===== config.mk =====
export PLATFORM = sky130hd
export DESIGN_NAME = coin_acceptor
export DESIGN_NICKNAME = d
export VERILOG_FILES = /design/src/rtl/coin_acceptor.sv
export SDC_FILE = /design/constraint.sdc
export NUM_CORES = 1
export LEC_CHECK = 0
export ABC_AREA = 1
export CAP_MARGIN = 20
export CORE_MARGIN = 2
export CORE_UTILIZATION = 57
export CTS_CLUSTER_DIAMETER = 50
export DETAILED_ROUTE_END_ITERATION = 8
export GPL_TIMING_DRIVEN = 0
export PLACE_DENSITY = 0.73
export SLEW_MARGIN = 20
export SYNTH_ARGS = -nofsm -noshare
export SYNTH_HDL_FRONTEND = slang
export SYNTH_SLANG_ARGS = --single-unit
export TNS_END_PERCENT = 5

===== constraint.sdc =====
create_clock -name clk -period 3.3 [get_ports clk]
set_clock_uncertainty 0.15 [all_clocks]
set_input_delay 0.495 -clock clk [delete_from_list [all_inputs] [get_ports clk]]
set_output_delay 0.495 -clock clk [all_outputs]
set_load 0.05 [all_outputs]

===== src/rtl/coin_acceptor.sv =====
// rtl/coin_acceptor.sv - two-line coin sensor sync/debounce front-end with token FIFO
// Defining COIN_TOTAL_EN adds a saturating credit_total output.
module coin_acceptor #(
  parameter int DEBOUNCE_CYCLES = 4,
  parameter int FIFO_DEPTH      = 4,
  parameter int CNT_W           = 3
) (
  input  logic                         clk,
  input  logic                         rst,
  input  logic                         coin5_raw,
  input  logic                         coin10_raw,
  input  logic                         coin_ready,
  output logic                         coin_valid,
  output logic [1:0]                   coin,
  output logic [$clog2(FIFO_DEPTH):0]  fifo_count,
  output logic                         reject
`ifdef COIN_TOTAL_EN
  ,
  output logic [7:0]                   credit_total
`endif
);

  localparam int PTR_W = $clog2(FIFO_DEPTH);
  localparam logic [CNT_W-1:0] CNT_ONE  = CNT_W'(1);
  localparam logic [CNT_W-1:0] CNT_LAST = CNT_W'(DEBOUNCE_CYCLES - 1);
  localparam logic [PTR_W:0]   FULL_CNT = (PTR_W+1)'(FIFO_DEPTH);

  typedef enum logic [1:0] {IDLE, QUAL, HELD, RELEASE} line_state_t;

  // Bit 0 is the 5 rs line, bit 1 the 10 rs line throughout.
  logic [1:0]       sync_meta;
  logic [1:0]       sync_s;
  line_state_t      state   [2];
  line_state_t      state_n [2];
  logic [CNT_W-1:0] cnt     [2];
  logic [CNT_W-1:0] cnt_n   [2];
  logic [1:0]       accept;
  logic [1:0]       ev;

  logic [1:0]       mem [FIFO_DEPTH];
  logic [PTR_W:0]   wr_ptr, rd_ptr, wr_ptr_n, rd_ptr_n, count;
  logic             pop, push, one_event, reject_n;
  logic [1:0]       push_data, coin_n;

  always_ff @(posedge clk) begin
    if (!rst) begin
      sync_meta <= '0;
      sync_s    <= '0;
    end else begin
      sync_meta <= {coin10_raw, coin5_raw};
      sync_s    <= sync_meta;
    end
  end

  always_ff @(posedge clk) begin
    for (int i = 0; i < 2; i++) begin
      if (!rst) begin
        state[i] <= IDLE;
        cnt[i]   <= '0;
      end else begin
        state[i] <= state_n[i];
        cnt[i]   <= cnt_n[i];
      end
    end
  end

  always_comb begin
    for (int i = 0; i < 2; i++) begin
      state_n[i] = state[i];
      cnt_n[i]   = cnt[i];
      case (state[i])
        IDLE: begin
          if (sync_s[i]) begin
            state_n[i] = QUAL;
            cnt_n[i]   = CNT_ONE;
          end
        end
        QUAL: begin
          if (!sync_s[i]) begin
            state_n[i] = IDLE;
            cnt_n[i]   = '0;
          end else if (cnt[i] == CNT_LAST) begin
            state_n[i] = HELD;
            cnt_n[i]   = '0;
          end else begin
            cnt_n[i]   = cnt[i] + CNT_ONE;
          end
        end
        HELD: begin
          if (!sync_s[i]) begin
            state_n[i] = RELEASE;
            cnt_n[i]   = CNT_ONE;
          end
        end
        RELEASE: begin
          if (sync_s[i]) begin
            state_n[i] = HELD;
            cnt_n[i]   = '0;
          end else if (cnt[i] == CNT_LAST) begin
            state_n[i] = IDLE;
            cnt_n[i]   = '0;
          end else begin
            cnt_n[i]   = cnt[i] + CNT_ONE;
          end
        end
        default: begin
          state_n[i] = IDLE;
          cnt_n[i]   = '0;
        end
      endcase
    end
  end

  // Accept fires on the sample that completes the high run; it is registered before arbitration.
  always_comb begin
    accept = '0;
    for (int i = 0; i < 2; i++) begin
      accept[i] = (state[i] == QUAL) && sync_s[i] && (cnt[i] == CNT_LAST);
    end
  end

  always_ff @(posedge clk) begin
    if (!rst) ev <= '0;
    else      ev <= accept;
  end

  always_comb begin
    count     = wr_ptr - rd_ptr;
    pop       = coin_valid && coin_ready;
    one_event = ev[0] ^ ev[1];
    push_data = ev[1] ? 2'b10 : 2'b01;
    push      = one_event && ((count != FULL_CNT) || pop);
    reject_n  = (ev[0] && ev[1]) || (one_event && !push);
    wr_ptr_n  = wr_ptr + {{PTR_W{1'b0}}, push};
    rd_ptr_n  = rd_ptr + {{PTR_W{1'b0}}, pop};
    // Next head comes from the slot being written when the queue was otherwise drained.
    if (wr_ptr_n == rd_ptr_n)  coin_n = 2'b00;
    else if (rd_ptr_n == wr_ptr) coin_n = push_data;
    else                         coin_n = mem[rd_ptr_n[PTR_W-1:0]];
  end

  always_ff @(posedge clk) begin
    if (push) mem[wr_ptr[PTR_W-1:0]] <= push_data;
  end

  always_ff @(posedge clk) begin
    if (!rst) begin
      wr_ptr     <= '0;
      rd_ptr     <= '0;
      coin_valid <= 1'b0;
      coin       <= 2'b00;
      fifo_count <= '0;
      reject     <= 1'b0;
    end else begin
      wr_ptr     <= wr_ptr_n;
      rd_ptr     <= rd_ptr_n;
      coin_valid <= (wr_ptr_n != rd_ptr_n);
      coin       <= coin_n;
      fifo_count <= wr_ptr_n - rd_ptr_n;
      reject     <= reject_n;
    end
  end

`ifdef COIN_TOTAL_EN
  logic [8:0] total_sum;

  always_comb begin
    total_sum = {1'b0, credit_total} + ((push_data == 2'b10) ? 9'd10 : 9'd5);
  end

  always_ff @(posedge clk) begin
    if (!rst)      credit_total <= 8'd0;
    else if (push) credit_total <= total_sum[8] ? 8'hFF : total_sum[7:0];
  end
`endif

endmodule


==> results.py <==
metrics = {
    "status": {
        "outcome": "finished clean",
    },
    "yosys": {
        "syn_inst": 238,
        "synth.avg_cell_area_sq_um": 7.539,
        "ys_seq_area_share_pct": 45.75,
        "synth_fp_nets": 258,
        "synth_cell_types": 20,
        "syn_area_sq_um": 1794,
        "yosys_warnings": 0,
        "ys_ff_latch": 37,
    },
    "layout": {
        "layout_common_cells": "nand2_1, inv_1, dfxtp_1",
        "antenna_cells": 0,
        "syn_to_final_growth_pct": 14.37,
        "final_layout_size_suffix_gt1_share_pct": 9.375,
        "fin_nets": 275,
        "layout_commonest_cell": "nand2_1",
    },
    "sta": {
        "finalCritPeriodShare_pct": 83.92,
        "worst_pin_slew_ps": 489.9,
        "finalMaxSlewViolations": 0,
        "rsz0062_at_grt": "no",
        "setup_viol": 0,
        "finalSetupTns_ps": 0,
        "finalHoldViolations": 0,
        "min_period_ps": 2769,
        "finalWorstSetupSlack_ps": 530.7,
        "max_freq_ghz": 0.3611,
        "maxSlewHeadroom_pct": 67.24,
    },
    "clock_network": {
        "clkTransAtPathRegs_ps": 120,
        "cts_hold_buf": 0,
        "clock_sinks": 37,
        "cts_tree": "done",
        "clock_latency_ps": 350,
        "clock_path_buffers": 2,
        "cts_buffers": 5,
        "post_cts_resized": 0,
        "post_cts_buffers": 0,
        "h-tree-depth": 2,
        "cts_root_buf": "clkbuf_4",
    },
    "grt": {
        "grt_pass1_wl_microns": 4974,
        "grt_antenna_before_repair": 0,
        "grt_max_degree": 13,
        "overflow": 0,
        "grt_pass1_vias": 1256,
        "grt_usage_pct": 19.30,
    },
    "critical_path": {
        "slowest_delay_ps": 430,
        "path_max_fanout": 5,
        "crit_top_cell": "inv_1",
        "crit_family": "adder cells",
        "crit_buf_inv": 4,
        "path_cells": "inv_1 -> ha_1 -> nand2_1 -> nor2_1 -> nand3_1 -> nand2_1 -> inv_1 -> ha_1 -> ha_1 -> inv_1 -> fa_1 -> inv_1 -> nand3_1 -> nand2_1 -> nor2_1",
        "path_class": "register to register",
        "worstPathRequired_ps": 3400,
        "crit_slowest_cell": "dfxtp_1",
        "worstPathArrival_ps": 2870,
        "worst_setup_path_end_kind": "register",
        "startpoint_type": "register",
    },
    "hold_path": {
        "hold_path_class": "register to register",
    },
    "detailed_routing": {
        "vias": 1408,
        "via_per_inst": 4.693,
        "final_antenna_net_count": 0,
        "drc": 0,
        "dr.pass1.iters": 4,
        "wl_per_cell_microns": 9.910,
        "drt_wl_total_microns": 2973,
        "drt-initial-drc-count": 32,
    },
    "placement": {
        "gp_congestion": 0.7820,
        "dpl.hpwl_microns": 2216,
        "place_ws_ps": 404.6,
        "io_buffers": 10,
    },
    "power_and_ir_drop": {
        "comb_power_share_pct": 14.6,
        "swShare_pct": 26.08,
        "p_leak_nw": 1.007,
        "p_clk_share_pct": 36.8,
        "power_density_nw_per_um2": 514.2,
        "p_seq_share_pct": 48.6,
        "p_sw_uw": 275.2,
        "intPower_uw": 779.9,
        "peakVddDrop_mv": 0.4757,
    },
    "floorplan": {
        "fp.dieH_microns": 60.11,
        "core-area_sq_um": 3028,
        "rows": 20,
        "initial_core_util_pct": 59.26,
        "die_w_microns": 60.11,
        "ioPinCount": 12,
        "dieArea_sq_um": 3613,
    },
    "flow_run": {
        "cap_violations": 0,
    },
}
[worst paths after layout]
kind                                    from             to  slack [ps]  depth (start not counted)
worst max register to register     wr_ptr[0]  fifo_count[2]         530                         15
worst max-delay path               wr_ptr[0]  fifo_count[2]         530                         15
worst min-delay path            sync_meta[1]      sync_s[1]         280                          2
worst min register to register  sync_meta[1]      sync_s[1]         280                          2
[metal layers]
metal | up-vias | track usage, % | wire (microns)
met4 | 0 | 10.16 | 81
met3 | 9 | 6.061 | 77
li1 | 769 | - | -
met5 | - | 0 | 0
met1 | 611 | 20.57 | 1401
met2 | 19 | 33.70 | 1412
[cells in the mapped netlist]
cell / instances / area share [%]
nand2_1: 72 / 15
nor2_4: 1 / 0.63
a21oi_1: 11 / 3.1
or2_0: 1 / 0.35
nand3_1: 10 / 2.8
inv_2: 6 / 1.3
dfxtp_1: 29 / 32
nor2_1: 27 / 5.6
fa_1: 1 / 1.1
nand2_2: 7 / 2.4
nand3b_1: 1 / 0.42
edfxtp_1: 8 / 13
nand4_1: 1 / 0.35
nor3_1: 5 / 1.4
inv_1: 35 / 7.3
buf_2: 2 / 0.56
ha_1: 14 / 9.8
o211ai_1: 1 / 0.42
o21ai_1: 1 / 0.28
o21ai_0: 5 / 1.4
[area by class of cell]
type                            count  area, sq um
Tap cell                           44        55.05
Clock inverter                      3        65.06
Multi-Input combinational cell    158        809.5
Inverter                           41        153.9
Fill cell                         271        975.9
Clock buffer                        5        37.54
Buffer                              2        10.01
Timing Repair Buffer               10        100.1
Sequential cell                    37        820.8
[per-stage QoR]
| stage | power (mW) | hold slack (ps) | utilization, % | instances | instance area (sq um) |
|---|---|---|---|---|---|
| finish | 1.055 | 280.4 | 67.77 | 300 | 2052 |
| global route | 1.109 | 292.4 | 67.77 | 300 | 2052 |
| CTS | 1.059 | 293.4 | 67.77 | 300 | 2052 |
| detailed placement | 0.6686 | 256.4 | 64.38 | 292 | 1949 |
| global placement | 0.6652 | 259.0 | 64.38 | 292 | 1949 |
| floorplan | 0.6364 | 240.5 | - | 238 | 1794 |
[registers in the layout, summed over array words and instances (netlist names), named ones only]
| name | flops |
|---|---|
| cnt | 6 |
| coin | 2 |
| coin_valid | 1 |
| ev | 2 |
| fifo_count | 3 |
| mem | 8 |
| rd_ptr | 3 |
| reject | 1 |
| state | 2 |
| sync_meta | 2 |
| sync_s | 2 |
| wr_ptr | 3 |
[power groups by stage]
| stage | logic, mW | clock network [mW] | registers, mW |
|---|---|---|---|
| floorplan | 0.118 | 0 | 0.518 |
| CTS | 0.153 | 0.394 | 0.512 |
| global route | 0.180 | 0.411 | 0.518 |
| global placement | 0.144 | 0 | 0.521 |
| finish | 0.154 | 0.389 | 0.513 |
| detailed placement | 0.147 | 0 | 0.522 |
[logic make-up (layout without fill, tap and decap cells)]
family                   count (synthesis)  in the layout  synth area share, %
AND/OR/NAND/NOR                        125            125                29.08
buffers and inverters                   43             61                9.135
flip-flops                              37             37                45.75
AO/OA/AOI/OAI                           18             18                5.160
adder cells (fa/ha/maj)                 15             15                10.88
[worst min-delay path: stages (launching register included)]
cell	delay, ps
dfxtp_1	320
nand2_1	60
inv_1	30
(Power assumes the default switching activity.)
